## src/rtl/cpu_ctrl_pkg.sv

```systemverilog
// Shared control types for the LEGv8 pipeline: forwarding selects, the
// zero-register number and the in-flight producer record used by hazard logic.
package cpu_ctrl_pkg;

  localparam logic [4:0] XZR = 5'd31;

  // Scoreboard slot order: slot 0 is the youngest producer.
  localparam int SB_EX  = 0;
  localparam int SB_MEM = 1;
  localparam int SB_WB  = 2;
  localparam int SB_N   = 3;

  typedef enum logic [1:0] {
    FWD_REG = 2'b00,
    FWD_EX  = 2'b01,
    FWD_MEM = 2'b10,
    FWD_WB  = 2'b11
  } fwd_sel_t;

  typedef struct packed {
    logic       valid;
    logic [4:0] rd;
    logic       regwrite;
    logic       memread;
    logic       setflags;
  } sb_entry_t;

  // Youngest matching producer wins; no match reads the register file.
  function automatic fwd_sel_t youngest_src(input logic [SB_N-1:0] hit);
    fwd_sel_t sel;
    sel = FWD_REG;
    if (hit[SB_WB])  sel = FWD_WB;
    if (hit[SB_MEM]) sel = FWD_MEM;
    if (hit[SB_EX])  sel = FWD_EX;
    return sel;
  endfunction

endpackage

```

## src/rtl/hazard_match.sv

```systemverilog
// Compares one ID source operand against every scoreboard entry and returns
// a per-stage RAW match vector (bit 0 = EX, 1 = MEM, 2 = WB).
module hazard_match
  import cpu_ctrl_pkg::*;
(
  input  logic                 used,
  input  logic [4:0]           src,
  input  sb_entry_t [SB_N-1:0] sb,
  output logic [SB_N-1:0]      hit
);

  // XZR reads as zero, so it never depends on a producer.
  always_comb begin
    hit = '0;
    for (int i = 0; i < SB_N; i++) begin
      hit[i] = used & sb[i].valid & sb[i].regwrite &
               (sb[i].rd == src) & (src != XZR);
    end
  end

endmodule

```

## src/rtl/pipeline_hazard_ctrl.sv

```systemverilog
// Hazard/forwarding controller beside the ID stage of the 5-stage LEGv8 pipe.
// Tracks EX/MEM/WB producers in a 3-entry scoreboard, raises stall, selects
// operand forwarding and squashes IF/ID on a resolved taken branch.
// Build option: define FORWARDING_EN to enable bypassing; otherwise every RAW
// hazard against an in-flight producer stalls and fwd_a/fwd_b stay 00.
module pipeline_hazard_ctrl
  import cpu_ctrl_pkg::*;
#(
  parameter int CNT_W = 16
) (
  input  logic             clk,
  input  logic             reset,
  input  logic             id_valid,
  input  logic [4:0]       id_rn,
  input  logic [4:0]       id_rm,
  input  logic [4:0]       id_rd,
  input  logic             id_uses_rn,
  input  logic             id_uses_rm,
  input  logic             id_regwrite,
  input  logic             id_memread,
  input  logic             id_setflags,
  input  logic             id_is_bcond,
  input  logic             id_brtaken,
  output logic             stall,
  output logic             ifid_flush,
  output logic [1:0]       fwd_a,
  output logic [1:0]       fwd_b,
  output logic [CNT_W-1:0] stall_cycles
);

  sb_entry_t [SB_N-1:0] sb_q, sb_d;
  logic [CNT_W-1:0]     cnt_q, cnt_d;
  logic [SB_N-1:0]      hit_a, hit_b;
  logic                 load_use, flags_haz, raw_haz;
  fwd_sel_t             fwd_a_sel, fwd_b_sel;

  hazard_match u_match_rn (
    .used (id_uses_rn),
    .src  (id_rn),
    .sb   (sb_q),
    .hit  (hit_a)
  );

  hazard_match u_match_rm (
    .used (id_uses_rm),
    .src  (id_rm),
    .sb   (sb_q),
    .hit  (hit_b)
  );

  // Stall causes, forwarding selection and branch flush.
  always_comb begin
    load_use  = (hit_a[SB_EX] | hit_b[SB_EX]) & sb_q[SB_EX].memread;
    flags_haz = id_is_bcond & sb_q[SB_EX].valid & sb_q[SB_EX].setflags;
`ifdef FORWARDING_EN
    raw_haz   = 1'b0;
`else
    raw_haz   = (|hit_a) | (|hit_b);
`endif
    stall     = id_valid & (load_use | flags_haz | raw_haz);
    fwd_a_sel = FWD_REG;
    fwd_b_sel = FWD_REG;
`ifdef FORWARDING_EN
    if (!stall) begin
      fwd_a_sel = youngest_src(hit_a);
      fwd_b_sel = youngest_src(hit_b);
    end
`endif
    fwd_a      = fwd_a_sel;
    fwd_b      = fwd_b_sel;
    // An unresolved (stalled) branch must not squash the fetch stream yet.
    ifid_flush = id_valid & id_brtaken & ~stall;
  end

  // Next scoreboard: shift toward WB; a stall enters a bubble into EX.
  always_comb begin
    sb_d[SB_WB]           = sb_q[SB_MEM];
    sb_d[SB_MEM]          = sb_q[SB_EX];
    sb_d[SB_EX].valid     = id_valid & ~stall;
    sb_d[SB_EX].rd        = id_rd;
    sb_d[SB_EX].regwrite  = id_regwrite;
    sb_d[SB_EX].memread   = id_memread;
    sb_d[SB_EX].setflags  = id_setflags;
    cnt_d = cnt_q;
    if (stall && (cnt_q != {CNT_W{1'b1}})) cnt_d = cnt_q + CNT_W'(1);
  end

  // State registers with synchronous reset.
  always_ff @(posedge clk) begin
    if (reset) begin
      sb_q  <= '0;
      cnt_q <= '0;
    end else begin
      sb_q  <= sb_d;
      cnt_q <= cnt_d;
    end
  end

  assign stall_cycles = cnt_q;

  // The WB entry's load/flag bits only travel along for uniformity.
  logic unused_sb;
  assign unused_sb = ^{sb_q[SB_WB].memread, sb_q[SB_WB].setflags,
                       sb_q[SB_MEM].memread, sb_q[SB_MEM].setflags};

endmodule
```

## config.mk

```make
export PLATFORM = sky130hd
export DESIGN_NAME = pipeline_hazard_ctrl
export DESIGN_NICKNAME = d
export VERILOG_FILES = /design/src/rtl/cpu_ctrl_pkg.sv /design/src/rtl/hazard_match.sv /design/src/rtl/pipeline_hazard_ctrl.sv
export SDC_FILE = /design/constraint.sdc
export NUM_CORES = 1
export LEC_CHECK = 0
export BUFFER_PORTS_ARGS = -buffer_cell sky130_fd_sc_hd__clkbuf_2
export CORE_MARGIN = 8
export CORE_UTILIZATION = 45
export DETAILED_ROUTE_END_ITERATION = 16
export PLACE_DENSITY_LB_ADDON = 0.25
export SLEW_MARGIN = 20
export SYNTH_ARGS = -nofsm -noshare
export SYNTH_HDL_FRONTEND = slang
export SYNTH_HIERARCHICAL = 1
export SYNTH_SLANG_ARGS = --single-unit
```

## constraint.sdc

```tcl
create_clock -name clk -period 6.2 [get_ports clk]
set_clock_uncertainty 0.2 [all_clocks]
set_input_delay 0.31 -clock clk [delete_from_list [all_inputs] [get_ports clk]]
set_output_delay 0.31 -clock clk [all_outputs]
set_load 0.01 [all_outputs]
```

==> results by group, run 1 <==
Outcome
  • Run status: finished, final reports clean

STA
  • FMAX: 369 MHz
  • Final Setup Violations: 0
  • Minimum clock period: 2710 ps
  • Setup TNS Final: 0 ps
  • Slew HR: 37.4%
  • Period Utilization, post-route: 43.8%
  • Worst-margin pin slew: 932 ps
  • RSZ-0062 raised after global routing: false
  • Max-slew violation count: 0
  • Fin. Hold Viols: 0

Pwr
  • Final Total Pwr: approximately 0.00056 W
  • Pwr/cell area: roughly 240 nW/um^2
  • P_int: roughly 0.00044 W
  • Switching share of power: 20.4%
  • Combinational Power Share: under 10%
  • Seq pwr share: 45.8%
  • Max IR drop VDD: 126 uV
  • NetSw: around 0.00011 W
  • P_leak: 0.824 nW
  • Clock power frac: 46.6%

Die
  • Io pins: 47
  • Die Y: between 80 and 90 um
  • Full die area: 6640 um^2
  • Core ar.: approximately 4200 um^2
  • Die Width: slightly above 80 um
  • Starting Density: 45.6%
  • Core Rows: 24

Min path
  • HP Class: input port to flip-flop

Detailed routing
  • DR WL met2: 1870 um
  • Total Routed Length: 3960 um
  • DRT met1 WL: 1740 um
  • DR vias: 1480
  • # DRC: 0
  • Met3 WL: 276 um
  • DR top layer: met4
  • Drt first-iter violations: 89
  • DR vias/cell: 4.95
  • Routed len/inst: approximately 13 um
  • Post-route antenna net violation count: 0
  • 1st-pass router iterations: 4

Clocking
  • PostCTS Resize Cnt: 0
  • Post-CTS Hold Fix Bufs: 0
  • Skew-Pair Late Insertion Delay: 290 ps
  • H-tree depth: 2
  • CTS tree: yes
  • Clock Tree Root: clkbuf_8
  • Clock slew at reported path FFs: 80 ps
  • Setup Fix Bufs, Post-CTS: 0
  • TritonCTS Buffers: 5
  • Clock sinks: 38
  • Clock Tree Buf Depth: 2

Worst setup path
  • Startpoint types: flip-flop
  • Crit-path slowest cell: or4_4
  • Crit Path Category: flip-flop to output pin
  • Crit path max-delay family: simple AND/OR/NAND/NOR gates
  • CP peak stage delay: 560 ps
  • CP bufs+invs: 2
  • WP data arrival: 2200 ps
  • Setup crit end kind: output pin
  • CP max FO: 15
  • CP Data Required Time: 5690 ps
  • Cells along the critical path: xnor2_1 > nand4_1 > nor3_1 > or4_4 > o21ai_4 > inv_1 > clkbuf_2

Global routing
  • GRT Total Usage: 12.4%
  • Largest net degree at the start of global routing: 40
  • Initial antenna violation count: 0
  • Total gr overflow: 0
  • First-pass GRT wire length: 6450 um
  • Vias in the first global route: 1488

Flow run
  • Number of max-cap violations: 0

Final layout
  • Storage cell area: 761 um^2
  • Util after Layout: 54.0%
  • Multi-input gate area: ~1100 um^2
  • Share of layout cells above drive strength 1: 26.7%
  • Post-route cell area: 2290 um^2
  • Post-layout net count: roughly 270
  • Number of fill cells: 410
  • # diodes: 0
  • Area grow syn2layout: 18.5%

Place
  • Placement Cell Area: 2140 um^2
  • Port Buffer Count: 41
  • Final GP Congestion: ~0.77
  • Hpwl dp: ~3000 um

Synth
  • YS warnings: 6
  • Post-Syn Area: 1930 um^2
  • Mapped Cells: 206
  • Avg Inst Size Synth: 9.37 um^2
-- state kept, by name (all words and copies together) (netlist names) --
| name | cells |
|---|---|
| sb_q | 7 |
| stall_cycles | 16 |
| sb_d | 15 |
-- per-layer routing --
metal | GRT usage, % | vias up
met2 | 21.7 | 34
met3 | 3.72 | 7
li1 | - | 769
met4 | 5.89 | 0
met1 | 13.4 | 670
met5 | 0 | -
-- worst register-to-register path: stages (launching register included) --
cell and delay (ps):
dfxtp_1 420, ha_1 240, nand4_1 180, nor4_4 880, nor4_2 190, nand3_1 150
mux2_1 320
-- stage by stage --
stage / cells / worst slack (ps) / hold WS (ps)
after CTS: 299 / 3470 / 18.3
final: 299 / 3490 / 22.2
after detailed placement: 291 / 3350 / 278
after floorplan: 209 / 4000 / 238
after global routing: 299 / 3360 / 28.1
after global placement: 291 / 3370 / 272
-- power by group through the flow --
| stage | clock (W) | combinational [W] | sequential, W |
|---|---|---|---|
| floorplan | 0 | 0.0000288 | 0.000260 |
| finish | 0.000259 | 0.0000420 | 0.000255 |
| detailed placement | 0 | 0.0000423 | 0.000261 |
| global placement | 0 | 0.0000415 | 0.000261 |
| CTS | 0.000267 | 0.0000425 | 0.000255 |
| global route | 0.000275 | 0.0000464 | 0.000256 |
-- final timing paths --
check	startpoint	endpoint	slack, ps	cells after the start
max	sb_d[12]	stall	3490	7
min	id_rd[0]	sb_d[12]	20	2
max reg2reg	stall_cycles[0]	stall_cycles[15]	3520	6
min reg2reg	sb_d[20]	sb_q[20]	280	1
-- cell usage in the layout (no fill, tap or decap) --
cell,instances
or2_1,1
a21oi_2,1
nor3b_2,1
o21ai_1,1
conb_1,4
nand4_1,17
nor4b_1,1
nor2_2,1
and3_1,1
o21ai_4,1
clkbuf_8,6
nor3_2,5
ha_1,1
inv_1,4
mux2_1,1
a311o_2,1
nor4_1,1
bufinv_16,2
nand3_1,8
nor4_2,2
dfxtp_1,38
or3_1,1
nor3_1,7
nand3_2,1
nor4_4,1
nor2b_1,22
and4_1,1
a21oi_1,1
clkbuf_2,41
a21o_1,1
nand2_1,7
or4_4,1
nor2_1,20
nor4b_2,2
xnor2_1,43
-- final cells by class --
type | instances | area share, %
multi-input cells | 156 | 48.0
flip-flops and latches | 38 | 33.3
repair buffers | 41 | 8.97
clock buffers | 6 | 3.61
well taps | 52 | 2.84
clock inverters | 2 | 2.63
inverters | 4 | 0.656
Note: power is estimated with default switching activity, not from simulation.
==> run 2, diff against run 1 <==
clock period = 2.7 ns   (was 6.2 ns; I/O delays follow)
==> results by group, run 2 (same netlist as run 1, synthesis figures left out) <==
Global routing
  • Initial antenna violation count: 0 (unchanged)
  • Vias in the first global route: 1527 (+2.6%)
  • First-pass GRT wire length: 6640 um (+2.9%)
  • GRT Total Usage: 12.6% (+0.23 points)
  • Total gr overflow: 0 (unchanged)
  • Largest net degree at the start of global routing: 24 (-40%)

Worst setup path
  • CP peak stage delay: 560 ps (about the same)
  • Critical Path Start: sb_d[16]
  • CP max FO: 3 (-12)
  • Crit-path slowest cell: or4_4
  • CP Data Required Time: 2370 ps (-3320 ps)
  • R2r startpoint: sb_d[16]
  • R2r setup slk: 480 ps (-3040 ps)
  • Cells along the critical path: xnor2_1 > nand4_1 > nor3_1 > or4_4 > or3_1 > nor2_1 > clkbuf_2
  • Crit Path Category: flip-flop to output pin
  • Startpoint types: flip-flop
  • Setup crit end kind: output pin
  • WP data arrival: 2120 ps (-80 ps)

Die
  • Die Y: 81.5 um (unchanged)
  • Core ar.: 4230 um^2 (unchanged)
  • Core Rows: 24 (unchanged)
  • Die Width: 81.5 um (unchanged)
  • Full die area: 6640 um^2 (unchanged)
  • Io pins: 47 (unchanged)
  • Starting Density: 45.6% (unchanged)

Detailed routing
  • DR vias/cell: 4.93 (-0.41%)
  • Post-route antenna net violation count: 0 (unchanged)
  • Drt first-iter violations: 59 (-34%)
  • Routed len/inst: 12.8 um (-3.5%)
  • Total Routed Length: 3990 um (+0.73%)
  • # DRC: 0 (unchanged)
  • 1st-pass router iterations: 4 (unchanged)
  • DR vias: 1538 (+3.9%)

STA
  • RSZ-0062 raised after global routing: false
  • Minimum clock period: 2450 ps
  • Final Setup Violations: 0 (unchanged)
  • Fin. Hold Viols: 0 (unchanged)
  • Max-slew violation count: 0 (unchanged)
  • Period Utilization, post-route: 90.8%
  • FMAX: 408 MHz
  • Setup TNS Final: 0 ps (unchanged)

Final layout
  • Area grow syn2layout: 24.4%
  • Most frequent cells in the layout: xnor2_1 (43), clkbuf_2 (41), dfxtp_1 (38)
  • Most common cell after layout, fill and taps aside: xnor2_1
  • Post-route cell area: 2400 um^2 (+5.0%)
  • Max reg flops: 16 (unchanged)
  • Post-layout net count: 285 (+4.8%)
  • Share of layout cells above drive strength 1: 27.7% (+0.97 points)
  • Final std cells w/o fill: 312 (+4.3%)
  • # diodes: 0 (unchanged)
  • Number of fill cells: 390 (-4.9%)

Pwr
  • P_leak: 0.883 nW (+7.1%)
  • Max IR drop VDD: 221 uV (+75%)
  • Pwr/cell area: 532 nW/um^2 (+120%)

Clocking
  • Clock slew at reported path FFs: 80 ps (about the same)
  • CTS tree: yes
  • PostCTS Resize Cnt: 0 (unchanged)
  • Setup Fix Bufs, Post-CTS: 0 (unchanged)
  • Clock Tree Root: clkbuf_8
  • Skew-Pair Late Insertion Delay: 290 ps (about the same)
  • TritonCTS Buffers: 5 (unchanged)
  • Clock sinks: 38 (unchanged)
  • Clock Tree Buf Depth: 2 (unchanged)
  • H-tree depth: 2 (unchanged)

Min path
  • HP Class: input port to flip-flop
  • HP Start: id_valid

Place
  • Hpwl dp: 3110 um (+3.7%)
  • Port Buffer Count: 41 (unchanged)
  • Placement Cell Area: 2190 um^2 (+2.1%)
  • DP Cell Count: 297 (+2.1%)
  • Final GP Congestion: 0.787 (+2.8%)

Flow run
  • Number of max-cap violations: 0 (unchanged)

Outcome
  • Run status: finished, final reports clean
run 2: through the flow:
step / hold WS, ps / power (W) / setup slack, ps / util (%)
after floorplan: 63.2 / 0.000663 / 523 / -
after global placement: 147 / 0.000696 / 496 / 51.7
after detailed placement: 149 / 0.000698 / 466 / 51.7
after CTS: 8.29 / 0.00130 / 220 / 56.7
after global routing: 22.2 / 0.00134 / 143 / 56.7
final: 7.92 / 0.00128 / 249 / 56.7
run 2: timing repair:
item                                   in CTS  in global routing
hold buffers                                7                  0
setup endpoints to repair                   0                  0
endpoints found under the hold margin       7                  0
run 2: routing by layer:
metal	GRT usage, %	vias to the layer above	part of all wire [%]
li1	-	796	-
met1	14.8	701	43
met2	21.2	35	49
met3	4.16	6	6.8
met4	4.29	0	1.4
met5	0	-	0
run 2: report_power, final:
part | internal, W | switching (W) | total, W
clock network | 0.000394 | 0.000193 | 0.000587
logic | 0.0000566 | 0.0000494 | 0.000106
registers | 0.000574 | 0.0000120 | 0.000586
total | 0.00102 | 0.000255 | 0.00128
run 2: cell type report:
cell class                      count  area [um^2]  area share (%)
Inverter                            4         15.0           0.625
Timing Repair Buffer               54          320            13.3
Clock inverter                      2         60.1            2.50
Clock buffer                        6         82.6            3.44
Sequential cell                    38          761            31.7
Tap cell                           52         65.1            2.71
Multi-Input combinational cell    156         1100            45.7
run 2: final timing paths:
kind	endpoint	depth (start not counted)
max reg2reg	stall_cycles[11]	9
min	sb_d[17]	4
min reg2reg	sb_q[26]	1
max	ifid_flush	7
run 2: worst max-delay path, delay by kind of cell, from the launching register on:
family        cells  cell delay [ps]
buf+inv           1              140
simple gates      5             1210
xor+xnor          1              130
flops             1              340
